$ cat src/rtl/gate_sweep_unit.sv
// Purpose: sweeps all 2^N input combinations through a selectable reduction gate and counts the high results.
// Latency: first result is valid 2 cycles after start is sampled; done is high 2^N+2 cycles after start.
// Backpressure: none; one result per cycle. start is taken only in IDLE, abort only in SWEEP.
//
// Ports:
//   clk, rst     rising-edge clock, asynchronous active-high reset
//   start        begin a sweep (IDLE only); mode is latched at the same edge
//   abort        end a sweep early (SWEEP only); no done pulse, count frozen
//   mode         00 OR, 01 AND, 10 XOR, 11 NOR
//   vec_out      input combination of the current result
//   gate_out     reduction of vec_out under the latched mode
//   valid        vec_out/gate_out meaningful this cycle
//   busy         sweep in progress, including the done cycle
//   done         one-cycle pulse after the final result
//   ones_count   number of high results in the current or last sweep
module gate_sweep_unit #(
    parameter int N = 3
) (
    input  logic         clk,
    input  logic         rst,
    input  logic         start,
    input  logic         abort,
    input  logic [1:0]   mode,
    output logic [N-1:0] vec_out,
    output logic         gate_out,
    output logic         valid,
    output logic         busy,
    output logic         done,
    output logic [N:0]   ones_count
);

    typedef enum logic [1:0] {
        IDLE  = 2'd0,
        SWEEP = 2'd1,
        DONE  = 2'd2
    } state_t;

    state_t       state, state_nxt;

    // Issue stage: the FSM writes here; the output registers follow one cycle later.
    logic [N-1:0] idx, idx_nxt;
    logic [1:0]   mode_q, mode_nxt;
    logic [N-1:0] s_vec, s_vec_nxt;
    logic         s_gate, s_gate_nxt;
    logic         s_vld, s_vld_nxt;
    logic         s_done, s_done_nxt;
    logic [N:0]   s_cnt, s_cnt_nxt;

    logic         issue_gate;
    logic         last_idx;

    function automatic logic reduce_gate(input logic [1:0] m, input logic [N-1:0] v);
        logic r;
        case (m)
            2'b00:   r = |v;
            2'b01:   r = &v;
            2'b10:   r = ^v;
            default: r = ~|v;
        endcase
        return r;
    endfunction

    assign issue_gate = reduce_gate(mode_q, idx);
    assign last_idx   = (idx == '1);

    // State register
    always_ff @(posedge clk or posedge rst) begin
        if (rst) begin
            state <= IDLE;
        end else begin
            state <= state_nxt;
        end
    end

    // Next-state logic; abort outranks the final-index transition.
    always_comb begin
        state_nxt = state;
        case (state)
            IDLE:    if (start) state_nxt = SWEEP;
            SWEEP: begin
                if (abort)         state_nxt = IDLE;
                else if (last_idx) state_nxt = DONE;
            end
            DONE:    state_nxt = IDLE;
            default: state_nxt = IDLE;
        endcase
    end

    // Issue-stage next values
    always_comb begin
        idx_nxt    = idx;
        mode_nxt   = mode_q;
        s_vec_nxt  = s_vec;
        s_gate_nxt = s_gate;
        s_vld_nxt  = 1'b0;
        s_done_nxt = 1'b0;
        s_cnt_nxt  = s_cnt;
        case (state)
            IDLE: begin
                if (start) begin
                    mode_nxt  = mode;
                    idx_nxt   = '0;
                    s_cnt_nxt = '0;
                end
            end
            SWEEP: begin
                if (!abort) begin
                    s_vec_nxt  = idx;
                    s_gate_nxt = issue_gate;
                    s_vld_nxt  = 1'b1;
                    s_cnt_nxt  = s_cnt + {{N{1'b0}}, issue_gate};
                    // Wraps to 0 after the last index; DONE follows so it is never reissued.
                    idx_nxt    = idx + N'(1);
                end
            end
            DONE:    s_done_nxt = 1'b1;
            default: ;
        endcase
    end

    always_ff @(posedge clk or posedge rst) begin
        if (rst) begin
            idx    <= '0;
            mode_q <= 2'b00;
            s_vec  <= '0;
            s_gate <= 1'b0;
            s_vld  <= 1'b0;
            s_done <= 1'b0;
            s_cnt  <= '0;
        end else begin
            idx    <= idx_nxt;
            mode_q <= mode_nxt;
            s_vec  <= s_vec_nxt;
            s_gate <= s_gate_nxt;
            s_vld  <= s_vld_nxt;
            s_done <= s_done_nxt;
            s_cnt  <= s_cnt_nxt;
        end
    end

    // Output registers. busy spans the delayed sweep and stays up through the done cycle.
    always_ff @(posedge clk or posedge rst) begin
        if (rst) begin
            vec_out    <= '0;
            gate_out   <= 1'b0;
            valid      <= 1'b0;
            busy       <= 1'b0;
            done       <= 1'b0;
            ones_count <= '0;
        end else begin
            if (s_vld) begin
                vec_out  <= s_vec;
                gate_out <= s_gate;
            end
            valid      <= s_vld;
            busy       <= (state != IDLE) || s_done;
            done       <= s_done;
            ones_count <= s_cnt;
        end
    end

endmodule

$ cat config.mk
export PLATFORM = sky130hd
export DESIGN_NAME = gate_sweep_unit
export DESIGN_NICKNAME = d
export VERILOG_FILES = /design/src/rtl/gate_sweep_unit.sv
export SDC_FILE = /design/constraint.sdc
export NUM_CORES = 1
export LEC_CHECK = 0
export CORE_ASPECT_RATIO = 1.2
export CORE_MARGIN = 5
export CORE_UTILIZATION = 51
export DETAILED_ROUTE_END_ITERATION = 8
export PLACE_DENSITY = 0.76
export SYNTH_ARGS = -nofsm -noshare
export SYNTH_HDL_FRONTEND = slang
export SYNTH_SLANG_ARGS = --single-unit
$ cat constraint.sdc
create_clock -name clk -period 3.1 [get_ports clk]
set_clock_uncertainty 0.1 [all_clocks]
set_input_delay 0.465 -clock clk [delete_from_list [all_inputs] [get_ports clk]]
set_output_delay 0.465 -clock clk [all_outputs]
set_load 0.1 [all_outputs]
== Yosys cells after proc, flatten, opt, wreduce, memory -nomap -nowiden ==
Cells that the tools add are included.
W data, S select, Z words.

* Bits in registers: 28
* Input port bits: 6
* Output and inout port bits: 11
* Logic and storage cells: 52

* Add/subtract/negate cells: 2
* Equal/unequal tests: 8
* Mux-type cells: 14
* Bitwise operators: 1
* Reductions and logical operators: 13

{| class="wikitable"
|+ Operators by type and width
! cell !! count
|-
| $mux W4 || 2
|-
| $pmux W4 S2 || 1
|-
| $mux W2 || 3
|-
| $mux W3 || 2
|-
| $pmux W3 S2 || 1
|-
| $reduce_and A2 Y1 || 3
|-
| $reduce_and A3 Y1 || 2
|-
| $add A4 B1 Y4 || 1
|-
| $eq A2 B1 Y1 const B || 2
|-
| $eq A2 B2 Y1 const B || 2
|-
| $logic_not A2 Y1 || 2
|-
| $ne A2 B2 Y1 const B || 2
|-
| $pmux W2 S2 || 1
|-
| $reduce_bool A2 Y1 || 2
|-
| $add A3 B1 Y3 const B || 1
|-
| $eq A3 B3 Y1 const B || 1
|-
| $mux W1 || 3
|-
| $ne A3 B3 Y1 const B || 1
|-
| $pmux W1 S3 || 1
|-
| $reduce_or A3 Y1 || 1
|-
| $reduce_xor A3 Y1 || 1
|-
| $logic_not A1 Y1 || 1
|-
| $logic_or A1 B1 Y1 || 1
|-
| $not A1 Y1 || 1
|}

== Longest topological paths before layout ==
Gate-level depths: netlist of the first run.

* Depth in word-level cells: 6
* Gate-level depth with buffers: 10
* Depth with buffers taken out: 10

== Least setup slack after synthesis of the first run ==
OpenSTA, ideal clock, no wires.

* Path type: flip-flop to flip-flop
* Start: register idx[0]
* End: register s_cnt[1]
* Library setup time: 0.121 ns
* Arrival: 2.010 ns
* Data required time: 2.879 ns
* Slack: 0.869 ns
* Stages on the path, launching flop included: 10
* Path buffers: 0
* Period minus slack after synthesis: 2.231 ns
* Cell sequence: dfrtp_1 -> inv_1 -> ha_1 -> a21o_1 -> a211oi_1 -> nor2_1 -> ha_1 -> ha_1 -> a22o_1 -> a22o_1

* Cells in the longest elaborated chain, start to end: 6
* Elaborated cells between the ends (all ways): 8
* Those cells by class: add/sub: 1; mux: 3; reduce/logical: 4

{| class="wikitable"
|+ Ends and longest elaborated chain
! what !! line !! text
|-
| start, declared || 41 || <nowiki>logic [N-1:0] idx, idx_nxt;</nowiki>
|-
| start signal, assigned || 131 || <nowiki>idx <= idx_nxt;</nowiki>
|-
| $reduce_or A3 Y1 || 55, 58 ||
|-
| $logic_not A1 Y1 || 58 || <nowiki>default: r = ~|v;</nowiki>
|-
| $pmux W1 S3 * || 54 || <nowiki>case (m)</nowiki>
|-
| net issue_gate || 49 || <nowiki>logic issue_gate;</nowiki>
|-
| $add A4 B1 Y4 * || 111 || <nowiki>s_cnt_nxt = s_cnt + {{N{1'b0}}, issue_gate};</nowiki>
|-
| $mux W4 * || 107 || <nowiki>if (!abort) begin</nowiki>
|-
| $pmux W4 S2 * || 98 || <nowiki>case (state)</nowiki>
|-
| end signal, assigned || 137 || <nowiki>s_cnt <= s_cnt_nxt;</nowiki>
|-
| end, declared || 47 || <nowiki>logic [N:0] s_cnt, s_cnt_nxt;</nowiki>
|}

Mark *: on every way through the listed nets, which the timed path passes. The rest lies on a longest branch. The select of a mux whose other input is x is not followed.
A chain may end at the register's enable or synchronous reset.

== Worst setup path in the final report of the first run ==
Ends and elaborated chain as after synthesis.

==> tab_implementation.tex, run 1 <==
\begin{tabular}{lr}
\hline
Metric & Value \\
\hline
\multicolumn{2}{l}{\textbf{Logic synthesis}} \\
Syn Inst Count & 86 \\
Post-synth EDFFs & 0 \\
Netlist area before placement & 1110 µm² \\
Mean instance size in the synthesized netlist & about 13 µm² \\
Fraction of the yosys area taken by sequential cells & 63.3\% \\
Dominant cell by count in the synthesized netlist & dfrtp\_1 \\
Top cell type's share of synthesized area & 63.3\% \\
Ranking of synthesized cells by area & dfrtp\_1 (63\%), mux2\_2 (7.1\%), ha\_1 (5.6\%) \\
Cell types with the highest counts after synthesis & dfrtp\_1 (28), a22o\_1 (7), mux2\_2 (7), nand2\_1 (7), inv\_1 (6) \\
Most common flop cell mapped by yosys & dfrtp\_1 \\
Yosys cell types & 20 \\
Total of flip-flops plus latches after synthesis & 28 \\
Proportion of synthesized flip-flops having asynchronous set or reset & 100\% \\
Synth Warn \# & 0 \\
Library cell with the largest summed area after synthesis & dfrtp\_1 \\
Synthesized Nets & just under 100 \\
\multicolumn{2}{l}{\textbf{STA}} \\
Highest clock frequency the design can meet & 0.429 GHz \\
Count of endpoints failing hold in the final timing report & 0 \\
Total Negative Setup Slacks & 0 ps \\
Final Setup Violations & 0 \\
Post-layout minimum cycle time & 2330 ps \\
Relative slew slack & between 70\% and 80\% \\
Slew @ Worst Pin & 379 ps \\
Unrepaired setup endpoints after global routing & false \\
Worst-case hold slack & 291 ps \\
Final cycle utilization of the critical path & 75.3\% \\
Pins Over Slew Limit & 0 \\
\multicolumn{2}{l}{\textbf{Drt}} \\
Vias/cell & between 5 and 6 \\
Total via count after detailed routing & 719 \\
Detailed-route DRC error count & 0 \\
Post-detailed-routing wire length & 1650 µm \\
TritonRoute pass-1 iters & 2 \\
First DRT Iteration DRCs & 7 \\
Remaining number of nets flagged by the antenna check after routing & 0 \\
Average detailed-routed wire length per instance & 12.2 µm \\
\multicolumn{2}{l}{\textbf{Hold path}} \\
Hold\_sp & s\_done \\
Worst Hold Endpoint & done \\
Hold WC Path Type & flip-flop to flip-flop \\
Number of cells on the worst hold path & 0 \\
\multicolumn{2}{l}{\textbf{Worst setup path}} \\
Startpoint of the lowest-slack register-to-register path & idx[0] \\
Class of the most critical setup path & flip-flop to flip-flop \\
Reg-to-reg critical path endpoint & s\_cnt[1] \\
Worst-case register-to-register setup slack & roughly 770 ps \\
Most used cell, CP & ha\_1 \\
Startpoint type of the worst setup path & flip-flop \\
Critical Path Sink Type & flip-flop \\
Number of buffer and inverter instances along the worst setup path & 1 \\
Required @ worst endpoint & between 3000 and 4000 ps \\
CP peak stage delay & slightly below 400 ps \\
Arrival time reported for the critical path endpoint & 2450 ps \\
Crit-path cells & inv\_1 > ha\_1 > a21o\_1 > a211oi\_1 > nor2\_1 > ha\_1 > ha\_1 > a22o\_1 > a22o\_1 \\
Worst reg2reg path depth & 9 \\
Max Fanout on Critical Path & 3 \\
Cell type of the slowest stage on the worst timing path & dfrtp\_1 \\
Cell family with the largest share of critical-path delay & compound AO/OA/AOI/OAI gates \\
\multicolumn{2}{l}{\textbf{Clock network}} \\
Post-CTS Setup Bufs & 0 \\
Clk buf depth & 2 \\
Hold\_buf cts & 0 \\
Number of levels in the clock H-tree & 1 \\
Root buffer cell & clkbuf\_4 \\
Clock slew at the register clock pins of the worst setup and hold paths & 120 ps \\
Number of resized instances in the post-cts repair step & 0 \\
TritonCTS clock tree & done \\
Clock buffers created by TritonCTS & 3 \\
Worst-Skew Late Latency & between 300 and 400 ps \\
CTS sink cnt & 28 \\
\multicolumn{2}{l}{\textbf{Global route}} \\
Maximum number of pins on one net before global-route repair & 29 \\
Total congestion overflow & 0 \\
First-pass GRT wire length & 2940 µm \\
Global Route Usage Sum & 12.4\% \\
Number of global-route vias before repair & 701 \\
Initial antenna violation count & 0 \\
\multicolumn{2}{l}{\textbf{Run status}} \\
Outcome & completed \\
\multicolumn{2}{l}{\textbf{Die}} \\
Starting density of the core & 53.4\% \\
Rows & 18 \\
Die ar. & 3210 µm² \\
Overall die height & 61.0 µm \\
Core outline area & 2070 µm² \\
Top Ports & 17 \\
Die width & 52.5 µm \\
\multicolumn{2}{l}{\textbf{Final layout}} \\
Share of cells above drive strength 1 & 22.6\% \\
Combined area of the multi-input logic cells & 379 µm² \\
Fill cell instance count of the final layout & 188 \\
Final standard cell area without fillers & about 1300 µm² \\
Sequential cell area & $\sim$700 µm² \\
Total number of nets in the final design & 119 \\
Area growth from synthesis to layout & 18.3\% \\
Count of inserted antenna diode cells & 0 \\
\multicolumn{2}{l}{\textbf{Run}} \\
Max-capacitance violation count & 0 \\
\multicolumn{2}{l}{\textbf{Power}} \\
LEAKAGE & roughly 0.00067 µW \\
Overall Power & 1150 µW \\
Power density normalized to cell area & just under 900 nW/µm² \\
Worst voltage drop across the vdd grid & 585 µV \\
\multicolumn{2}{l}{\textbf{Placed design}} \\
Buffers on Ports & 16 \\
Hpwl dp & 1260 µm \\
Area after DPL & 1290 µm² \\
Final weighted congestion in routability-driven placement & 0.777 \\
\hline
\end{tabular}
==> through the flow <==
step / worst slack, ps / utilization, % / instances
final: 767 / 63.2 / 136
after global routing: 629 / 63.2 / 136
after CTS: 742 / 63.2 / 136
after detailed placement: 764 / 62.1 / 133
after global placement: 802 / 62.1 / 133
after floorplan: 869 / - / 86
==> worst register-to-register path, stage by stage, from the launching register on <==
cell and delay [ps]:
dfrtp_1 390, inv_1 60, ha_1 320, a21o_1 190, a211oi_1 260, nor2_1 90, ha_1 200, ha_1 270
a22o_1 190, a22o_1 170
==> worst max path at each step <==
| stage | startpoint | to | slack [ps] | cells past startpoint |
|---|---|---|---|---|
| after floorplan | idx[0] | s_cnt[1] | 870 | 9 |
| after global placement | abort | idx[0] | 800 | 5 |
| after detailed placement | idx[0] | s_cnt[1] | 760 | 9 |
| after CTS | idx[1] | s_cnt[1] | 740 | 9 |
| after global routing | idx[1] | s_cnt[1] | 630 | 9 |
| final | idx[0] | s_cnt[1] | 770 | 9 |
==> cells in the final DEF, fill, tap and decap left out, types with 3 or more instances in the layout <==
| cell | Yosys | final |
|---|---|---|
| a22o_1 | 7 | 7 |
| buf_4 | 0 | 13 |
| clkbuf_4 | 0 | 3 |
| clkdlybuf4s50_1 | 0 | 5 |
| dfrtp_1 | 28 | 28 |
| ha_1 | 5 | 5 |
| inv_1 | 6 | 6 |
| mux2_2 | 7 | 7 |
| nand2_1 | 7 | 7 |
| nor2_1 | 5 | 5 |
| o21ai_0 | 4 | 4 |
| or3_1 | 3 | 3 |
==> flip-flops by register name, summed over array words and instances, names as in the netlist <==
name,count
ones_count,4
s_cnt,4
idx,3
s_vec,3
vec_out,3
mode_q,2
state,2
busy,1
done,1
gate_out,1
s_done,1
s_gate,1
s_vld,1
valid,1
==> kinds of logic (layout without fill, tap and decap cells) <==
group / after synthesis / in the layout / synth area share, %
AO/OA/AOI/OAI: 19 / 19 / 12.7
adder cells (fa/ha/maj): 5 / 5 / 5.65
buffers and inverters: 7 / 27 / 2.49
flip-flops: 28 / 28 / 63.3
multiplexers: 7 / 7 / 7.12
AND/OR/NAND/NOR: 20 / 20 / 8.82
==> power breakdown <==
group | internal (µW) | switching [µW]
combinational | 150 | 360
sequential | 447 | 57.3
clock | 45.4 | 89.7
==> cell type report <==
type                       instances  area share [%]
clock buffer                       3            1.72
inverter                           6            1.72
multi-input combinational         51            28.9
sequential                        28            53.5
tap                               30            2.87
timing repair buffer              18            11.3
==> layer usage <==
layer / up-vias / wire length, µm / global-route usage, %
met5: - / 0 / 0
met3: 4 / 53 / 2.18
met1: 355 / 765 / 14.7
met2: 11 / 800 / 21.5
met4: 0 / 34 / 6.57
li1: 349 / - / -
No activity file was read; power rests on OpenSTA's default activity.
==> run 2, diff against run 1 <==
- clock period: 3.1 -> 2.2 ns (I/O delays scaled with it)
==> tab_implementation.tex, run 2 (same netlist as run 1, synthesis figures left out) <==
\begin{tabular}{lr}
\hline
Metric & Value \\
\hline
\multicolumn{2}{l}{\textbf{Run status}} \\
Outcome & complete, but fails checks \\
Violations in the final reports & negative setup slack \\
\multicolumn{2}{l}{\textbf{Final layout}} \\
Largest registers & ones\_count x4, s\_cnt x4 \\
Total number of nets in the final design & 130 (+9.2\%) \\
Count of inserted antenna diode cells & 0 (unchanged) \\
Most frequent cells in the layout & dfrtp\_1 (27), buf\_4 (21), a22o\_1 (7), mux2\_2 (7), nand2\_1 (7) \\
Most frequent standard cell in the layout excluding fill and tap cells & dfrtp\_1 \\
Fill cell instance count of the final layout & 150 (-20\%) \\
Combined area of the multi-input logic cells & 465 µm² (+23\%) \\
Sequential cell area & 702 µm² (+0.18\%) \\
Share of cells above drive strength 1 & 41.0\% (+18 points) \\
Final standard cell utilization of the core & 72.1\% (+8.9 points) \\
Area growth from synthesis to layout & 34.9\% \\
\multicolumn{2}{l}{\textbf{Hold path}} \\
Hold WC Path Type & input port to async pin \\
\multicolumn{2}{l}{\textbf{Power}} \\
Power density normalized to cell area & 1230 nW/µm² (+40\%) \\
Logic pwr share & 49.2\% (+4.9 points) \\
Switching share of power & 43.7\% (-0.41 points) \\
LEAKAGE & 0.000721 µW (+7.9\%) \\
Worst voltage drop across the vdd grid & 610 µV (+4.3\%) \\
Proportion of power drawn by the clock network & 10.7\% (-1.1 points) \\
Cell internal pwr & 1040 µW (+61\%) \\
Reg power frac & 40.0\% (-3.9 points) \\
Net switching power figure & 803 µW (+58\%) \\
\multicolumn{2}{l}{\textbf{Clock network}} \\
Worst-Skew Late Latency & 310 ps (about the same) \\
Clock buffers created by TritonCTS & 3 (unchanged) \\
Root buffer cell & clkbuf\_4 \\
Number of levels in the clock H-tree & 1 (unchanged) \\
CTS sink cnt & 28 (unchanged) \\
Clock slew at the register clock pins of the worst setup and hold paths & 130 ps (about the same) \\
TritonCTS clock tree & done \\
Clk buf depth & 2 (unchanged) \\
\multicolumn{2}{l}{\textbf{Worst setup path}} \\
Class of the most critical setup path & flip-flop to flip-flop \\
Startpoint of the lowest-slack register-to-register path & idx[0] \\
Worst reg2reg path depth & 10 (+1) \\
Required @ worst endpoint & 2310 ps (-910 ps) \\
Max Fanout on Critical Path & 3 (unchanged) \\
CP startpoint & idx[0] \\
Critical Path Sink Type & flip-flop \\
Startpoint type of the worst setup path & flip-flop \\
Arrival time reported for the critical path endpoint & 2350 ps (-100 ps) \\
\multicolumn{2}{l}{\textbf{Global route}} \\
Initial antenna violation count & 0 (unchanged) \\
First-pass GRT wire length & 3310 µm (+12\%) \\
Total congestion overflow & 0 (unchanged) \\
Number of global-route vias before repair & 728 (+3.9\%) \\
M3 GR Usage & 2.18\% (unchanged) \\
Global-route layer with the greatest usage & met2 \\
Global Route Usage Sum & 14.1\% (+1.8 points) \\
Maximum number of pins on one net before global-route repair & 29 (unchanged) \\
Met1 usage in global routing & 18.5\% (+3.9 points) \\
Met2 Use GR & 24.3\% (+2.8 points) \\
\multicolumn{2}{l}{\textbf{STA}} \\
Final cycle utilization of the critical path & 102\% (+26 points) \\
Highest clock frequency the design can meet & 0.448 GHz (+4.4\%) \\
Unrepaired setup endpoints after global routing & true \\
Relative slew slack & 77.1\% (+2.4 points) \\
Post-layout minimum cycle time & 2230 ps (-98.5 ps) \\
Pins Over Slew Limit & 0 (unchanged) \\
Fin worst setup slack & -34.5 ps (-802 ps) \\
Count of endpoints failing hold in the final timing report & 0 (unchanged) \\
Final Setup Violations & 2 (+2) \\
Slew @ Worst Pin & 343 ps (-35.9 ps) \\
\multicolumn{2}{l}{\textbf{Die}} \\
Rows & 18 (unchanged) \\
Top Ports & 17 (unchanged) \\
Starting density of the core & 53.4\% (unchanged) \\
Core outline area & 2070 µm² (unchanged) \\
Overall die height & 61.0 µm (unchanged) \\
Die width & 52.5 µm (unchanged) \\
Die ar. & 3210 µm² (unchanged) \\
\multicolumn{2}{l}{\textbf{Drt}} \\
Total via count after detailed routing & 775 (+7.8\%) \\
Average detailed-routed wire length per instance & 13.7 µm (+13\%) \\
TritonRoute pass-1 iters & 4 (+2) \\
Remaining number of nets flagged by the antenna check after routing & 0 (unchanged) \\
First DRT Iteration DRCs & 5 (-2) \\
Post-detailed-routing wire length & 2020 µm (+22\%) \\
Detailed-route DRC error count & 0 (unchanged) \\
Vias/cell & 5.27 (-0.28\%) \\
\multicolumn{2}{l}{\textbf{Placed design}} \\
Buffers on Ports & 16 (unchanged) \\
Final weighted congestion in routability-driven placement & 0.757 (-2.5\%) \\
Post-Place Setup Slack & -79.3 ps (-843 ps) \\
Hpwl dp & 1340 µm (+5.8\%) \\
\multicolumn{2}{l}{\textbf{Run}} \\
Max-capacitance violation count & 0 (unchanged) \\
\hline
\end{tabular}
==> run 2: per-layer routing <==
metal	wire length (µm)	vias up
met5	0	-
met4	34	0
met3	69	4
met2	998	14
met1	915	384
li1	-	373
==> run 2: per-stage QoR <==
stage / cells / TNS, ps / hold WS, ps / total power [µW] / area, µm²
4_1_cts: 144 / 0 / 279 / 1780 / 1440
5_1_grt: 147 / -220 / 290 / 1940 / 1490
6_report: 147 / -58.0 / 264 / 1840 / 1490
3_3_place_gp: 137 / -26.6 / 247 / 1470 / 1320
3_5_place_dp: 137 / -79.3 / 257 / 1490 / 1320
2_1_floorplan: 86 / 0 / 246 / 1300 / 1110
==> run 2: power by group through the flow <==
stage / sequential [µW] / combinational [µW] / clock [µW]
after floorplan: 1080 / 221 / 0
after global placement: 720 / 749 / 0
after detailed placement: 731 / 760 / 0
after CTS: 728 / 850 / 202
after global routing: 754 / 965 / 222
final: 736 / 905 / 197
==> run 2: area by class of cell <==
cell class,instances,area share [%]
Timing Repair Buffer,29,16.2
Tap cell,30,2.51
Inverter,6,1.68
Multi-Input combinational cell,51,31.2
Clock buffer,3,1.51
Sequential cell,28,47.0
==> run 2: repair_timing <==
item	in CTS	in global routing
pin swaps	5	7
setup buffers	4	3
hold buffers	0	0
gates resized for setup	13	7
setup endpoints to repair	2	4
==> run 2: path summary, 6_finish.rpt <==
check	to	slack, ps
setup / recovery	s_cnt[1]	-30
hold / removal	gate_out	260
setup reg to reg	s_cnt[1]	-30
hold reg to reg	done	280
max in group asynchronous	idx[2]	1470
min in group clk	done	280
==> run 2: critical path, cell delays in order (launching register included) <==
cell and delay, ps:
dfrtp_1 430, buf_6 130, inv_4 50, ha_4 190, a21o_1 170, a211oi_2 240, nor2_2 90, ha_4 180
ha_4 200, a22o_1 170, a22o_1 190
